`config.mk`:
```
export PLATFORM = sky130hd
export DESIGN_NAME = write_buffer_coalescing_flat
export DESIGN_NICKNAME = d
export VERILOG_FILES = /design/src/rtl/wb_pkg.sv /design/src/rtl/write_buffer_coalescing_if.sv /design/src/rtl/write_buffer_coalescing_entry.sv /design/src/rtl/write_buffer_coalescing.sv /design/src/flat_wrapper.sv
export SDC_FILE = /design/constraint.sdc
export NUM_CORES = 1
export LEC_CHECK = 0
export ABC_AREA = 1
export BUFFER_PORTS_ARGS = -buffer_cell sky130_fd_sc_hd__buf_2
export CAP_MARGIN = 0
export CORE_AREA = 2 2 224 226
export CTS_CLUSTER_DIAMETER = 120
export DETAILED_ROUTE_END_ITERATION = 16
export DIE_AREA = 0 0 226 228
export PLACE_DENSITY_LB_ADDON = 0.12
export SLEW_MARGIN = 20
export SYNTH_ARGS = -nofsm -noshare
export SYNTH_HDL_FRONTEND = slang
export SYNTH_SLANG_ARGS = --single-unit
export TNS_END_PERCENT = 50
```
`constraint.sdc`:
```
create_clock -name ph1 -period 4.1 [get_ports ph1]
set_input_delay 0.615 -clock ph1 [delete_from_list [all_inputs] [get_ports ph1]]
set_output_delay 0.615 -clock ph1 [all_outputs]
set_load 0.1 [all_outputs]
```
`src/rtl/wb_pkg.sv`:
```
// Shared types and helpers for the coalescing write buffer.
// The WB_FORWARD_EN macro, handled in the top module, enables read-lookup forwarding.
package wb_pkg;

  localparam int WB_DEPTH  = 4;
  localparam int WB_ADR_W  = 27;
  localparam int WB_DATA_W = 32;
  localparam int WB_BE_W   = WB_DATA_W / 8;

  // Ceiling log2; clog2(1) is 0.
  function automatic int clog2(input int value);
    int result;
    int v;
    result = 32'sd0;
    v      = value - 32'sd1;
    while (v > 32'sd0) begin
      result = result + 32'sd1;
      v      = v >>> 1;
    end
    return result;
  endfunction

  typedef struct packed {
    logic                 valid;
    logic [WB_ADR_W-1:0]  adr;
    logic [WB_DATA_W-1:0] data;
    logic [WB_BE_W-1:0]   byteen;
  } entry_t;

  typedef enum logic [0:0] {
    IDLE = 1'b0,
    BUSY = 1'b1
  } drain_state_t;

endpackage

```
`src/rtl/write_buffer_coalescing_if.sv`:
```
// Bus bundle of the write buffer: cache write port, memory drain port, lookup port, status.
// The slave modport is the buffer's view; master is the surrounding system.
interface write_buffer_coalescing_if
  import wb_pkg::*;
#(
  parameter int DEPTH  = WB_DEPTH,
  parameter int ADR_W  = WB_ADR_W,
  parameter int DATA_W = WB_DATA_W
) ();

  localparam int BE_W  = DATA_W / 8;
  localparam int CNT_W = clog2(DEPTH + 1);

  logic [ADR_W-1:0]  adr;
  logic [DATA_W-1:0] data;
  logic [BE_W-1:0]   byteen;
  logic              en;
  logic              done;
  logic [ADR_W-1:0]  memadr;
  logic [DATA_W-1:0] memdata;
  logic [BE_W-1:0]   membyteen;
  logic              memen;
  logic              memdone;
  logic [ADR_W-1:0]  lkadr;
  logic              lkhit;
  logic [DATA_W-1:0] lkdata;
  logic [BE_W-1:0]   lkbyteen;
  logic [CNT_W-1:0]  count;
  logic              empty;
  logic              full;

  modport slave (
    input  adr, data, byteen, en, memdone, lkadr,
    output done, memadr, memdata, membyteen, memen,
           lkhit, lkdata, lkbyteen, count, empty, full
  );

  modport master (
    output adr, data, byteen, en, memdone, lkadr,
    input  done, memadr, memdata, membyteen, memen,
           lkhit, lkdata, lkbyteen, count, empty, full
  );

endinterface

```
`src/rtl/write_buffer_coalescing_entry.sv`:
```
// One write-buffer slot with byte-lane merge. Exposes both current and next-state
// contents so the drain logic can load a value being merged at the same edge.
module wb_entry
  import wb_pkg::*;
#(
  parameter int ADR_W  = WB_ADR_W,
  parameter int DATA_W = WB_DATA_W,
  parameter int BE_W   = DATA_W / 8
) (
  input  logic              clk_i,
  input  logic              rst_n_i,
  input  logic              load_i,
  input  logic              merge_i,
  input  logic              clear_i,
  input  logic [ADR_W-1:0]  adr_i,
  input  logic [DATA_W-1:0] data_i,
  input  logic [BE_W-1:0]   byteen_i,
  output logic              valid_o,
  output logic [ADR_W-1:0]  adr_o,
  output logic [DATA_W-1:0] data_o,
  output logic [BE_W-1:0]   byteen_o,
  output logic              valid_d_o,
  output logic [ADR_W-1:0]  adr_d_o,
  output logic [DATA_W-1:0] data_d_o,
  output logic [BE_W-1:0]   byteen_d_o
);

  logic              valid_q, valid_d;
  logic [ADR_W-1:0]  adr_q, adr_d;
  logic [DATA_W-1:0] data_q, data_d;
  logic [BE_W-1:0]   byteen_q, byteen_d;

  // Next-state: clear, allocate, or merge enabled byte lanes.
  always_comb begin
    valid_d  = valid_q;
    adr_d    = adr_q;
    data_d   = data_q;
    byteen_d = byteen_q;
    if (clear_i) begin
      valid_d = 1'b0;
    end else if (load_i) begin
      valid_d  = 1'b1;
      adr_d    = adr_i;
      data_d   = data_i;
      byteen_d = byteen_i;
    end else if (merge_i) begin
      for (int b = 0; b < BE_W; b++) begin
        data_d[8*b +: 8] = byteen_i[b] ? data_i[8*b +: 8] : data_q[8*b +: 8];
      end
      byteen_d = byteen_q | byteen_i;
    end else begin
      valid_d = valid_q;
    end
  end

  // Entry storage.
  always_ff @(posedge clk_i or negedge rst_n_i) begin
    if (!rst_n_i) begin
      valid_q  <= 1'b0;
      adr_q    <= {ADR_W{1'b0}};
      data_q   <= {DATA_W{1'b0}};
      byteen_q <= {BE_W{1'b0}};
    end else begin
      valid_q  <= valid_d;
      adr_q    <= adr_d;
      data_q   <= data_d;
      byteen_q <= byteen_d;
    end
  end

  assign valid_o    = valid_q;
  assign adr_o      = adr_q;
  assign data_o     = data_q;
  assign byteen_o   = byteen_q;
  assign valid_d_o  = valid_d;
  assign adr_d_o    = adr_d;
  assign data_d_o   = data_d;
  assign byteen_d_o = byteen_d;

endmodule

```
`src/rtl/write_buffer_coalescing.sv`:
```
// Coalescing write buffer: FIFO of word writes, merged by address, drained oldest-first.
// Define WB_FORWARD_EN to enable byte forwarding on the lookup port.
module write_buffer_coalescing
  import wb_pkg::*;
#(
  parameter int DEPTH  = WB_DEPTH,
  parameter int ADR_W  = WB_ADR_W,
  parameter int DATA_W = WB_DATA_W
) (
  input logic                      ph1,
  input logic                      ph2,
  input logic                      reset,
  write_buffer_coalescing_if.slave bus
);

  localparam int BE_W  = DATA_W / 8;
  localparam int PTR_W = clog2(DEPTH);
  localparam int CNT_W = clog2(DEPTH + 1);

  logic [DEPTH-1:0]  ent_valid_q, ent_valid_d;
  logic [ADR_W-1:0]  ent_adr_q [DEPTH];
  logic [ADR_W-1:0]  ent_adr_d [DEPTH];
  logic [DATA_W-1:0] ent_data_q [DEPTH];
  logic [DATA_W-1:0] ent_data_d [DEPTH];
  logic [BE_W-1:0]   ent_be_q [DEPTH];
  logic [BE_W-1:0]   ent_be_d [DEPTH];
  logic [DEPTH-1:0]  ent_load_s, ent_merge_s, ent_clear_s, match_s, inflight_s;

  logic [PTR_W-1:0]  head_q, head_d, tail_q, tail_d, head_nxt_s;
  logic [CNT_W-1:0]  count_q, count_d;
  drain_state_t      state_q, state_d;
  logic              memen_q, memen_d;
  logic [ADR_W-1:0]  memadr_q, memadr_d;
  logic [DATA_W-1:0] memdata_q, memdata_d;
  logic [BE_W-1:0]   membyteen_q, membyteen_d;

  logic full_s, be_zero_s, merge_hit_s, done_s, accept_s, alloc_s, retire_s;
  logic unused_ph2;

  assign unused_ph2 = ph2;

  assign full_s      = (count_q == CNT_W'(DEPTH));
  assign be_zero_s   = (bus.byteen == {BE_W{1'b0}});
  assign merge_hit_s = bus.en & (|match_s);
  assign done_s      = be_zero_s | merge_hit_s | ~full_s;
  assign accept_s    = bus.en & done_s & ~be_zero_s;
  assign alloc_s     = accept_s & ~merge_hit_s;
  assign retire_s    = (state_q == BUSY) & bus.memdone;
  assign head_nxt_s  = head_q + PTR_W'(1);

  for (genvar i = 0; i < DEPTH; i++) begin : g_ent
    // The in-flight head is excluded from merging so memory sees a stable value.
    assign inflight_s[i]  = memen_q & (head_q == PTR_W'(i));
    assign match_s[i]     = ent_valid_q[i] & (ent_adr_q[i] == bus.adr) & ~inflight_s[i];
    assign ent_load_s[i]  = alloc_s & (tail_q == PTR_W'(i));
    assign ent_merge_s[i] = accept_s & match_s[i];
    assign ent_clear_s[i] = retire_s & (head_q == PTR_W'(i));

    wb_entry #(
      .ADR_W  (ADR_W),
      .DATA_W (DATA_W),
      .BE_W   (BE_W)
    ) u_entry (
      .clk_i      (ph1),
      .rst_n_i    (reset),
      .load_i     (ent_load_s[i]),
      .merge_i    (ent_merge_s[i]),
      .clear_i    (ent_clear_s[i]),
      .adr_i      (bus.adr),
      .data_i     (bus.data),
      .byteen_i   (bus.byteen),
      .valid_o    (ent_valid_q[i]),
      .adr_o      (ent_adr_q[i]),
      .data_o     (ent_data_q[i]),
      .byteen_o   (ent_be_q[i]),
      .valid_d_o  (ent_valid_d[i]),
      .adr_d_o    (ent_adr_d[i]),
      .data_d_o   (ent_data_d[i]),
      .byteen_d_o (ent_be_d[i])
    );
  end

  // Drain FSM next-state; loads from entry next-state so same-edge writes are seen.
  always_comb begin
    state_d     = state_q;
    memen_d     = memen_q;
    memadr_d    = memadr_q;
    memdata_d   = memdata_q;
    membyteen_d = membyteen_q;
    head_d      = head_q;
    case (state_q)
      IDLE: begin
        if (ent_valid_d[head_q]) begin
          state_d     = BUSY;
          memen_d     = 1'b1;
          memadr_d    = ent_adr_d[head_q];
          memdata_d   = ent_data_d[head_q];
          membyteen_d = ent_be_d[head_q];
        end else begin
          state_d = IDLE;
        end
      end
      BUSY: begin
        if (retire_s) begin
          head_d = head_nxt_s;
          if (ent_valid_d[head_nxt_s]) begin
            memadr_d    = ent_adr_d[head_nxt_s];
            memdata_d   = ent_data_d[head_nxt_s];
            membyteen_d = ent_be_d[head_nxt_s];
          end else begin
            state_d = IDLE;
            memen_d = 1'b0;
          end
        end else begin
          state_d = BUSY;
        end
      end
      default: begin
        state_d = IDLE;
        memen_d = 1'b0;
      end
    endcase
  end

  assign tail_d  = tail_q + PTR_W'(alloc_s);
  assign count_d = count_q + CNT_W'(alloc_s) - CNT_W'(retire_s);

  // Pointers, occupancy and registered memory-port outputs.
  always_ff @(posedge ph1 or negedge reset) begin
    if (!reset) begin
      state_q     <= IDLE;
      head_q      <= {PTR_W{1'b0}};
      tail_q      <= {PTR_W{1'b0}};
      count_q     <= {CNT_W{1'b0}};
      memen_q     <= 1'b0;
      memadr_q    <= {ADR_W{1'b0}};
      memdata_q   <= {DATA_W{1'b0}};
      membyteen_q <= {BE_W{1'b0}};
    end else begin
      state_q     <= state_d;
      head_q      <= head_d;
      tail_q      <= tail_d;
      count_q     <= count_d;
      memen_q     <= memen_d;
      memadr_q    <= memadr_d;
      memdata_q   <= memdata_d;
      membyteen_q <= membyteen_d;
    end
  end

  assign bus.done      = done_s;
  assign bus.memen     = memen_q;
  assign bus.memadr    = memadr_q;
  assign bus.memdata   = memdata_q;
  assign bus.membyteen = membyteen_q;
  assign bus.count     = count_q;
  assign bus.empty     = (count_q == {CNT_W{1'b0}});
  assign bus.full      = full_s;

`ifdef WB_FORWARD_EN
  logic [DEPTH-1:0]  lk_match_s, lk_nf_s;
  logic [DATA_W-1:0] lk_nf_data_s, lk_data_s;
  logic [BE_W-1:0]   lk_nf_be_s, lk_be_s;
  logic              lk_if_hit_s;

  // Forwarding: pending (non-in-flight) bytes take priority over the in-flight copy.
  always_comb begin
    lk_match_s   = {DEPTH{1'b0}};
    lk_nf_data_s = {DATA_W{1'b0}};
    lk_nf_be_s   = {BE_W{1'b0}};
    lk_data_s    = {DATA_W{1'b0}};
    for (int i = 0; i < DEPTH; i++) begin
      lk_match_s[i] = ent_valid_q[i] & (ent_adr_q[i] == bus.lkadr);
    end
    lk_nf_s     = lk_match_s & ~inflight_s;
    lk_if_hit_s = |(lk_match_s & inflight_s);
    for (int i = 0; i < DEPTH; i++) begin
      lk_nf_data_s = lk_nf_data_s | (ent_data_q[i] & {DATA_W{lk_nf_s[i]}});
      lk_nf_be_s   = lk_nf_be_s | (ent_be_q[i] & {BE_W{lk_nf_s[i]}});
    end
    for (int b = 0; b < BE_W; b++) begin
      lk_data_s[8*b +: 8] = lk_nf_be_s[b] ? lk_nf_data_s[8*b +: 8] :
                            (lk_if_hit_s ? ent_data_q[head_q][8*b +: 8] : 8'h00);
    end
    lk_be_s = lk_nf_be_s | (lk_if_hit_s ? ent_be_q[head_q] : {BE_W{1'b0}});
  end

  assign bus.lkhit    = |lk_match_s;
  assign bus.lkdata   = lk_data_s;
  assign bus.lkbyteen = lk_be_s;
`else
  logic unused_lkadr;

  assign unused_lkadr = ^bus.lkadr;
  assign bus.lkhit    = 1'b0;
  assign bus.lkdata   = {DATA_W{1'b0}};
  assign bus.lkbyteen = {BE_W{1'b0}};
`endif

endmodule

```
`src/flat_wrapper.sv`:
```
// flat-port wrapper written by rule: the top's interface ports become plain ports
module write_buffer_coalescing_flat import wb_pkg::*;
#(
  parameter int DEPTH  = WB_DEPTH,
  parameter int ADR_W  = WB_ADR_W,
  parameter int DATA_W = WB_DATA_W
)
  (ph1, ph2, reset, bus_adr, bus_data, bus_byteen, bus_en, bus_memdone, bus_lkadr, bus_done, bus_memadr, bus_memdata, bus_membyteen, bus_memen, bus_lkhit, bus_lkdata, bus_lkbyteen, bus_count, bus_empty, bus_full);
  write_buffer_coalescing_if #(.DEPTH(DEPTH), .ADR_W(ADR_W), .DATA_W(DATA_W)) bus_i ();
  input logic ph1;
  input logic ph2;
  input logic reset;
  input wire logic [$bits(bus_i.adr)-1:0] bus_adr;
  input wire logic [$bits(bus_i.data)-1:0] bus_data;
  input wire logic [$bits(bus_i.byteen)-1:0] bus_byteen;
  input wire logic [$bits(bus_i.en)-1:0] bus_en;
  input wire logic [$bits(bus_i.memdone)-1:0] bus_memdone;
  input wire logic [$bits(bus_i.lkadr)-1:0] bus_lkadr;
  output wire logic [$bits(bus_i.done)-1:0] bus_done;
  output wire logic [$bits(bus_i.memadr)-1:0] bus_memadr;
  output wire logic [$bits(bus_i.memdata)-1:0] bus_memdata;
  output wire logic [$bits(bus_i.membyteen)-1:0] bus_membyteen;
  output wire logic [$bits(bus_i.memen)-1:0] bus_memen;
  output wire logic [$bits(bus_i.lkhit)-1:0] bus_lkhit;
  output wire logic [$bits(bus_i.lkdata)-1:0] bus_lkdata;
  output wire logic [$bits(bus_i.lkbyteen)-1:0] bus_lkbyteen;
  output wire logic [$bits(bus_i.count)-1:0] bus_count;
  output wire logic [$bits(bus_i.empty)-1:0] bus_empty;
  output wire logic [$bits(bus_i.full)-1:0] bus_full;
  assign bus_i.adr = bus_adr;
  assign bus_i.data = bus_data;
  assign bus_i.byteen = bus_byteen;
  assign bus_i.en = bus_en;
  assign bus_i.memdone = bus_memdone;
  assign bus_i.lkadr = bus_lkadr;
  assign bus_done = bus_i.done;
  assign bus_memadr = bus_i.memadr;
  assign bus_memdata = bus_i.memdata;
  assign bus_membyteen = bus_i.membyteen;
  assign bus_memen = bus_i.memen;
  assign bus_lkhit = bus_i.lkhit;
  assign bus_lkdata = bus_i.lkdata;
  assign bus_lkbyteen = bus_i.lkbyteen;
  assign bus_count = bus_i.count;
  assign bus_empty = bus_i.empty;
  assign bus_full = bus_i.full;
  write_buffer_coalescing #(.DEPTH(DEPTH), .ADR_W(ADR_W), .DATA_W(DATA_W)) u_core (.ph1(ph1), .ph2(ph2), .reset(reset), .bus(bus_i));
endmodule
```
======== Word-level counts from Yosys, hierarchy flattened ========
Index checks and enable logic that the tools add are counted.
cells by class
  add/sub/neg operators ................... 4
  $lt $le $gt $ge ......................... 4
  equality and inequality tests ........... 15
  multiplexer cells ....................... 98
  bitwise gates (word level) .............. 45
  reductions and logical operators ........ 8
operators by type and width
  cell                number
  $mux 32             19
  $mux 27             15
  $bmux 32 s2         2
  $mux 8              16
  $bmux 27 s2         2
  $eq 27x27->1        4
  $mux 4              19
  $pmux 32 s2         1
  $pmux 27 s2         1
  $and 1x1->1         29
  $bmux 4 s2          2
  $mux 1              16
  $or 4x4->4          4
  $eq 2x2->1 const B  4
  $not 1->1           8
  $pmux 4 s2          1
  $ge 3x3->1 const B  2
  $lt 2x3->1 const B  2
  $ne 2x2->1 const B  3
  $not 2->3           2
  $reduce_and 3->1    2
  $bmux 1 s2          2
  $eq 2x1->1 const B  2
  $logic_not 2->1     2
  other kinds (12)    14
storage, ports and cells
  bits in registers ....................... 328
  input bits .............................. 95
  output and inout port bits .............. 107
  word-level logic and storage cells ...... 198

======== Logic depth before layout (Yosys ltp) ========
  depth in word-level cells ............... 20
  depth in mapped cells ................... 29
  depth with buffers taken out ............ 24

======== Modules after synthesis ========
Synthesis repeated with hierarchy kept, for this count alone.
unflattened totals
  cells, all modules ...................... 2944
  area, all modules ....................... 19752.7 um2
modules (own cells, without submodules)
  module                   times used  cells an instance  area an instance (um2)  sequential area each (um2)
  wb_entry                 4           289                2576.2                  1601.5
  write_buffer_coalescing  1           1788               9447.8                  1801.7

======== Worst setup path after synthesis ========
No wires, ideal clock.
  path type ............................... register to register
  from .................................... register u_core.count_q[2] (netlist: u_core.bus.count[2])
  to ...................................... register u_core.memdata_q[12] (netlist: u_core.bus.memdata[12])
  library setup time ...................... 120 ps
  data arrival time ....................... 4043 ps
  data required time ...................... 3980 ps
  path slack .............................. -63 ps
  cell stages (with the launch flop) ...... 16
  path buffers ............................ 2
  clock period less this slack ............ 4163 ps
  cells stage by stage .................... dfrtp_1 nand2_1 nor2_1 inv_1 nand4_4 nor2_1 nand2_1 buf_2 buf_1 nand3_1 nand3_1 nand3_1 nand3_1 nand3_1 nand3_1 nand2_1
between the ends
  longest elaborated chain between the ends .. 15
  elaborated cells between the ends (all ways) .. 51
  classes of those cells .................. eq/ne (3); mux (34); bitwise (13); reduce/logical (1)
RTL lines
  element                                        line                                                                source
  start, declared                                write_buffer_coalescing.sv:30                                       logic [CNT_W-1:0] count_q, count_d;
  start signal, assigned                         write_buffer_coalescing.sv:134                                      count_q <= {CNT_W{1'b0}};
  start signal, assigned                         write_buffer_coalescing.sv:143                                      count_q <= count_d;
  $eq 3x3->1 *                                   write_buffer_coalescing.sv:42                                       assign full_s = (count_q == CNT_W'(DEPTH));
  named net bus_full                             flat_wrapper.sv:29                                                  output wire logic [$bits(bus_i.full)-1:0] bus_full;
  $not 1->1 *                                    write_buffer_coalescing.sv:45                                       assign done_s = be_zero_s | merge_hit_s | ~full_s;
  $or 1x1->1 *                                   write_buffer_coalescing.sv:45
  $and 1x1->1 * (2 in a row)                     write_buffer_coalescing.sv:46                                       assign accept_s = bus.en & done_s & ~be_zero_s;
  $and 1x1->1, on equally long branches          write_buffer_coalescing.sv:56, write_buffer_coalescing.sv:47
  $mux 32 / $and 1x1->1 (equally long branches)  write_buffer_coalescing_entry.sv:46, write_buffer_coalescing.sv:55
  $mux 32                                        write_buffer_coalescing_entry.sv:41                                 end else if (load_i) begin
  $mux 32                                        write_buffer_coalescing_entry.sv:39                                 if (clear_i) begin
  $bmux 32 s2                                    write_buffer_coalescing.sv:108                                      memdata_d = ent_data_d[head_nxt_s];
  $mux 32 (not written as such) (2 in a row)     write_buffer_coalescing.sv:108
  $mux 32                                        write_buffer_coalescing.sv:106                                      if (ent_valid_d[head_nxt_s]) begin
  $mux 32                                        write_buffer_coalescing.sv:104                                      if (retire_s) begin
  $pmux 32 s2                                    write_buffer_coalescing.sv:91                                       case (state_q)
  end signal, assigned                           write_buffer_coalescing.sv:137                                      memdata_q <= {DATA_W{1'b0}};
  end signal, assigned                           write_buffer_coalescing.sv:146                                      memdata_q <= memdata_d;
  end, declared                                  write_buffer_coalescing.sv:34                                       logic [DATA_W-1:0] memdata_q, memdata_d;
The timed path passes the listed nets; every way through them passes the cells marked *. The select of a mux whose other input is x is not followed.
A chain may end at the register's enable or synchronous reset.

======== Worst setup path after layout ========
  from .................................... register u_core.head_q[0]
  to ...................................... output bus_done
between the ends
  longest elaborated chain between the ends .. 8
  elaborated cells between the ends (all ways) .. 20
  classes of those cells .................. eq/ne (3); bitwise (15); reduce/logical (2)
RTL lines
  element                                   line                            source
  start, declared                           write_buffer_coalescing.sv:29   logic [PTR_W-1:0] head_q, head_d, tail_q, tail_d, head_nxt_s;
  start signal, assigned                    write_buffer_coalescing.sv:132  head_q <= {PTR_W{1'b0}};
  $eq 2x1->1, or another cell as far along  write_buffer_coalescing.sv:53   assign inflight_s[i] = memen_q & (head_q == PTR_W'(i));
  $and 1x1->1                               write_buffer_coalescing.sv:53
  $not 1->1                                 write_buffer_coalescing.sv:54   assign match_s[i] = ent_valid_q[i] & (ent_adr_q[i] == bus.adr) & ~inflight_s[i];
  $and 1x1->1                               write_buffer_coalescing.sv:54
  $reduce_or 4->1 *                         write_buffer_coalescing.sv:44   assign merge_hit_s = bus.en & (|match_s);
  $and 1x1->1 *                             write_buffer_coalescing.sv:44
  $or 1x1->1 * (2 in a row)                 write_buffer_coalescing.sv:45
  end, declared                             flat_wrapper.sv:19              output wire logic [$bits(bus_i.done)-1:0] bus_done;
Every way passes the cells marked *; elsewhere a longest branch is shown, timed or not.

==> run_results.csv <==
group,metric,value,unit
status,status,"completed",
critical_path,cp_slowest_stage_delay,540,ps
finish,area.growth.synth_to_final,15.1,%
critical_path,worst-r2r-setup-slack,320,ps
critical_path,critical_path.endpoint,"bus_done",
cts,worst_setup_hold_path_clk_slew,50,ps
routing,dr.pass1.iters,9,
cts,post-cts-setup-buffer-count,0,
finish,layout_commonest_cell,"sky130_fd_sc_hd__nand2_1",
routing,post-route-drc-count,0,
critical_path,critical_path.startpoint,"u_core.head_q[0]",
logic_synthesis,syn_avg_cell_area,6.44,um^2
critical_path,critical_path.startpoint_type,"flop",
critical_path,cp.required,3480,ps
global_route,initial_antenna_violation_count,6,
global_route,grt_use_met2,0.558,
power_and_ir_drop,max-vdd-ir-drop,725,uV
placement,finalWeightedCongestion,0.958,
logic_synthesis,ys_async_sr_fraction,1.00,
critical_path,crit_path_max_fanout,17,
sta,skew,30.4,ps
floorplanning,core,49300,um^2
critical_path,r2r_cells,24,
job,max_cap_viol_count,0,
sta,maxSlewHeadroom,0.239,
logic_synthesis,most_common_flop_cell_mapped_by_yosys,"sky130_fd_sc_hd__dfrtp_1",
routing,drt_first_iter_violations,2430,
cts,htreeDepth,2,
power_and_ir_drop,leak_pwr,14.0,nW
power_and_ir_drop,power_per_cell_area,1010,nW/um^2
critical_path,cp_common_cell,"sky130_fd_sc_hd__nand2_1",
routing,via_count,24600,
cts,clock_insertion_delay_at_the_later_pin_of_the_skew_report,590,ps
sta,setup_viol,0,
global_route,groute.usage.overall,0.332,
finish,final_core_utilization,0.521,
logic_synthesis,synthDistinctLibCells,36,
cts,cts_root_buffer,"sky130_fd_sc_hd__clkbuf_16",
cts,cts-root-to-sink-buffers,3,
floorplanning,dieArea,51500,um^2
floorplanning,fp-row-count,82,
logic_synthesis,number_of_enable_type_register_cells_in_the_synthesized_netlist,0,
routing,wire_per_inst,20.0,um
routing,post_drt_via_cell_ratio,5.71,
sta,final.period_utilization,0.940,
placement,dpl.cell_count,4246,
global_route,grt_first_pass_wirelength,133000,um
logic_synthesis,synth.yosys.seq_area_share,0.368,
logic_synthesis,post-synth-top-area-cell,"sky130_fd_sc_hd__dfrtp_1",
global_route,globalRoute.totalOverflow,0,
floorplanning,top_level_pins,202,
logic_synthesis,synth_warnings,0,
placement,detailed_place_hpwl,57500,um
sta,worst-slew-pin-transition,1140,ps
critical_path,critical_path_arrival,3240,ps
sta,grt_setup_unrepaired,"no",
global_route,first_global_vias,23200,
critical_path,crit_chain,"ha_1 -> nand2_1 -> nand2_1 -> nor2_1 -> nand2_1 -> nor2_1 -> nand2_1 -> nor2_1 -> buf_4 -> nor2_1 -> nand2_1 -> nand2_1 -> nand2_1 -> buf_12 -> buf_4 -> buf_12",
logic_synthesis,synthCells,3468,
global_route,grt_max_degree,102,
cts,cts.sinks,328,
finish,final_cell_mix,"1,316 x sky130_fd_sc_hd__nand2_1, 973 x sky130_fd_sc_hd__nand3_1, 325 x sky130_fd_sc_hd__dfrtp_1, 266 x sky130_fd_sc_hd__inv_1, 151 x sky130_fd_sc_hd__buf_4",
placement,post_place_instance_area,24400,um^2
critical_path,path_class,"reg -> out",
cts,tritoncts_clock_tree,"yes",
finish,final_layout_size_suffix_gt1_frac,0.110,
cts,tritoncts.num_buffers,41,
sta,report.final.slew_viol_count,0,
global_route,grt_util_met1,0.428,
sta,period_minus_slack,3850,ps
global_route,use_met3,0.0419,
logic_synthesis,synth_top_cell_area_share,0.368,
placement,i_o_buffers,136,
finish,final_cell_count_no_fill,4318,
finish,design_area,25700,um^2
sta,timing.setup.tns,0,ps
critical_path,worstReg2RegStart,"u_core.head_q[0]",
critical_path,worst_path_max_delay_cell,"sky130_fd_sc_hd__dfrtp_4",
logic_synthesis,synth.ff_latch_count,328,
sta,achievable-frequency,260,MHz
floorplanning,initial_utilization,0.452,
finish,nNetsFinal,3720,
routing,final_wl,86500,um
cts,cts-hold-fix-buffers,0,
critical_path,worst_reg2reg_path_endpoint,"u_core.bus.memdata[7]",
global_route,top_usage_layer,"met2",
routing,antenna_left,0,
logic_synthesis,yosys-top-cells-area,"sky130_fd_sc_hd__dfrtp_1 37%, sky130_fd_sc_hd__nand2_1 22%, sky130_fd_sc_hd__nand3_1 22%, sky130_fd_sc_hd__inv_1 4.5%, sky130_fd_sc_hd__o211ai_1 1.8%",
logic_synthesis,synthesis.area,22300,um^2
sta,final-hold-violation-count,0,
sta,holdWs,93.5,ps
floorplanning,horizontal_extent_of_the_die,226,um
hold_path,hold_path_class,"in -> async",
floorplanning,die_height,228,um
critical_path,crit_path_end_kind,"output port",
## layout make-up
cell class,count,area [um^2]
Clock buffer,60,1200
Clock inverter,8,120
Sequential cell,328,8210
Fill cell,4998,23600
Inverter,282,1070
Timing Repair Buffer,304,2170
Multi-Input combinational cell,2660,12100
Tap cell,672,841
Antenna cell,4,10.0
## Yosys cell counts (22+ instances only)
library cell and number:
sky130_fd_sc_hd__nand2_1 1320, sky130_fd_sc_hd__nand3_1 976, sky130_fd_sc_hd__dfrtp_1 328, sky130_fd_sc_hd__inv_1 267, sky130_fd_sc_hd__nor2_1 105, sky130_fd_sc_hd__clkbuf_1 96
sky130_fd_sc_hd__nand4_1 54, sky130_fd_sc_hd__o211ai_1 54, sky130_fd_sc_hd__buf_4 46, sky130_fd_sc_hd__buf_1 45, sky130_fd_sc_hd__buf_2 40, sky130_fd_sc_hd__xnor2_1 39
sky130_fd_sc_hd__o21ai_0 22
## worst max-delay path, delay by kind of cell, from the launching register on
family / cells / cell delay [ps]
DFF: 1 / 540
buffers and inverters: 4 / 720
adders and majority gates: 1 / 250
and+or+nand+nor: 11 / 1120
## cell families after synthesis
kind of cell | Yosys count | share of synthesized area
adders and majority gates | 8 | 0.00482
other | 1 | 0.000168
DFF | 328 | 0.368
and+or+nand+nor | 2479 | 0.483
AOI/OAI and AO/OA | 85 | 0.0253
buffers and inverters | 516 | 0.0992
muxes | 2 | 0.00101
xor gates and xnor gates | 49 | 0.0192
## report_power, final
part | internal (mW) | total [mW] | switching [mW]
clock network | 2.15 | 3.67 | 1.53
logic | 4.74 | 16.4 | 11.7
registers | 4.82 | 5.82 | 1.01
total | 11.7 | 25.9 | 14.2
## what timing repair did
action                     in CTS  in global routing
resized for setup               0                  4
setup endpoints to repair       0                  7
hold endpoints to repair        0                  0
## how the worst min path moves through the flow
stage	end	depth (start not counted)	from	slack, ps
after floorplan	u_core.bus.count[0]	0	reset	320
after global placement	u_core.bus.memdata[17]	2	u_core.bus.memdata[17]	460
after detailed placement	u_core.bus.memdata[31]	2	u_core.bus.memdata[31]	460
after CTS	u_core.g_ent[1].u_entry.data_o[26]	1	reset	130
after global routing	u_core.g_ent[0].u_entry.adr_o[6]	1	reset	150
final	u_core.g_ent[2].u_entry.adr_o[6]	1	reset	90
## layer usage
| metal | share of wire | wire length [um] |
|---|---|---|
| met5 | 0.00031 | 27 |
| met4 | 0.041 | 3540 |
| met3 | 0.073 | 6340 |
| met2 | 0.49 | 42100 |
| met1 | 0.40 | 34400 |
## state kept, by name, summed over array words and instances, names as in the netlist
register / flops
u_core.g_ent.u_entry.adr_o: 108
u_core.bus.memen: 1
u_core.bus.memadr: 27
u_core.state_q: 1
u_core.g_ent.u_entry.valid_o: 4
u_core.bus.memdata: 32
u_core.g_ent.u_entry.byteen_o: 16
u_core.tail_q: 2
u_core.head_q: 2
u_core.bus.count: 3
u_core.g_ent.u_entry.data_o: 128
u_core.bus.membyteen: 4
## stage by stage
step,worst slack (ps),power (mW)
after global placement,215,21.7
after floorplan,97.3,17.3
final,247,25.9
after global routing,0.801,27.7
after CTS,255,25.8
after detailed placement,172,22.0
(Power assumes the default switching activity.)
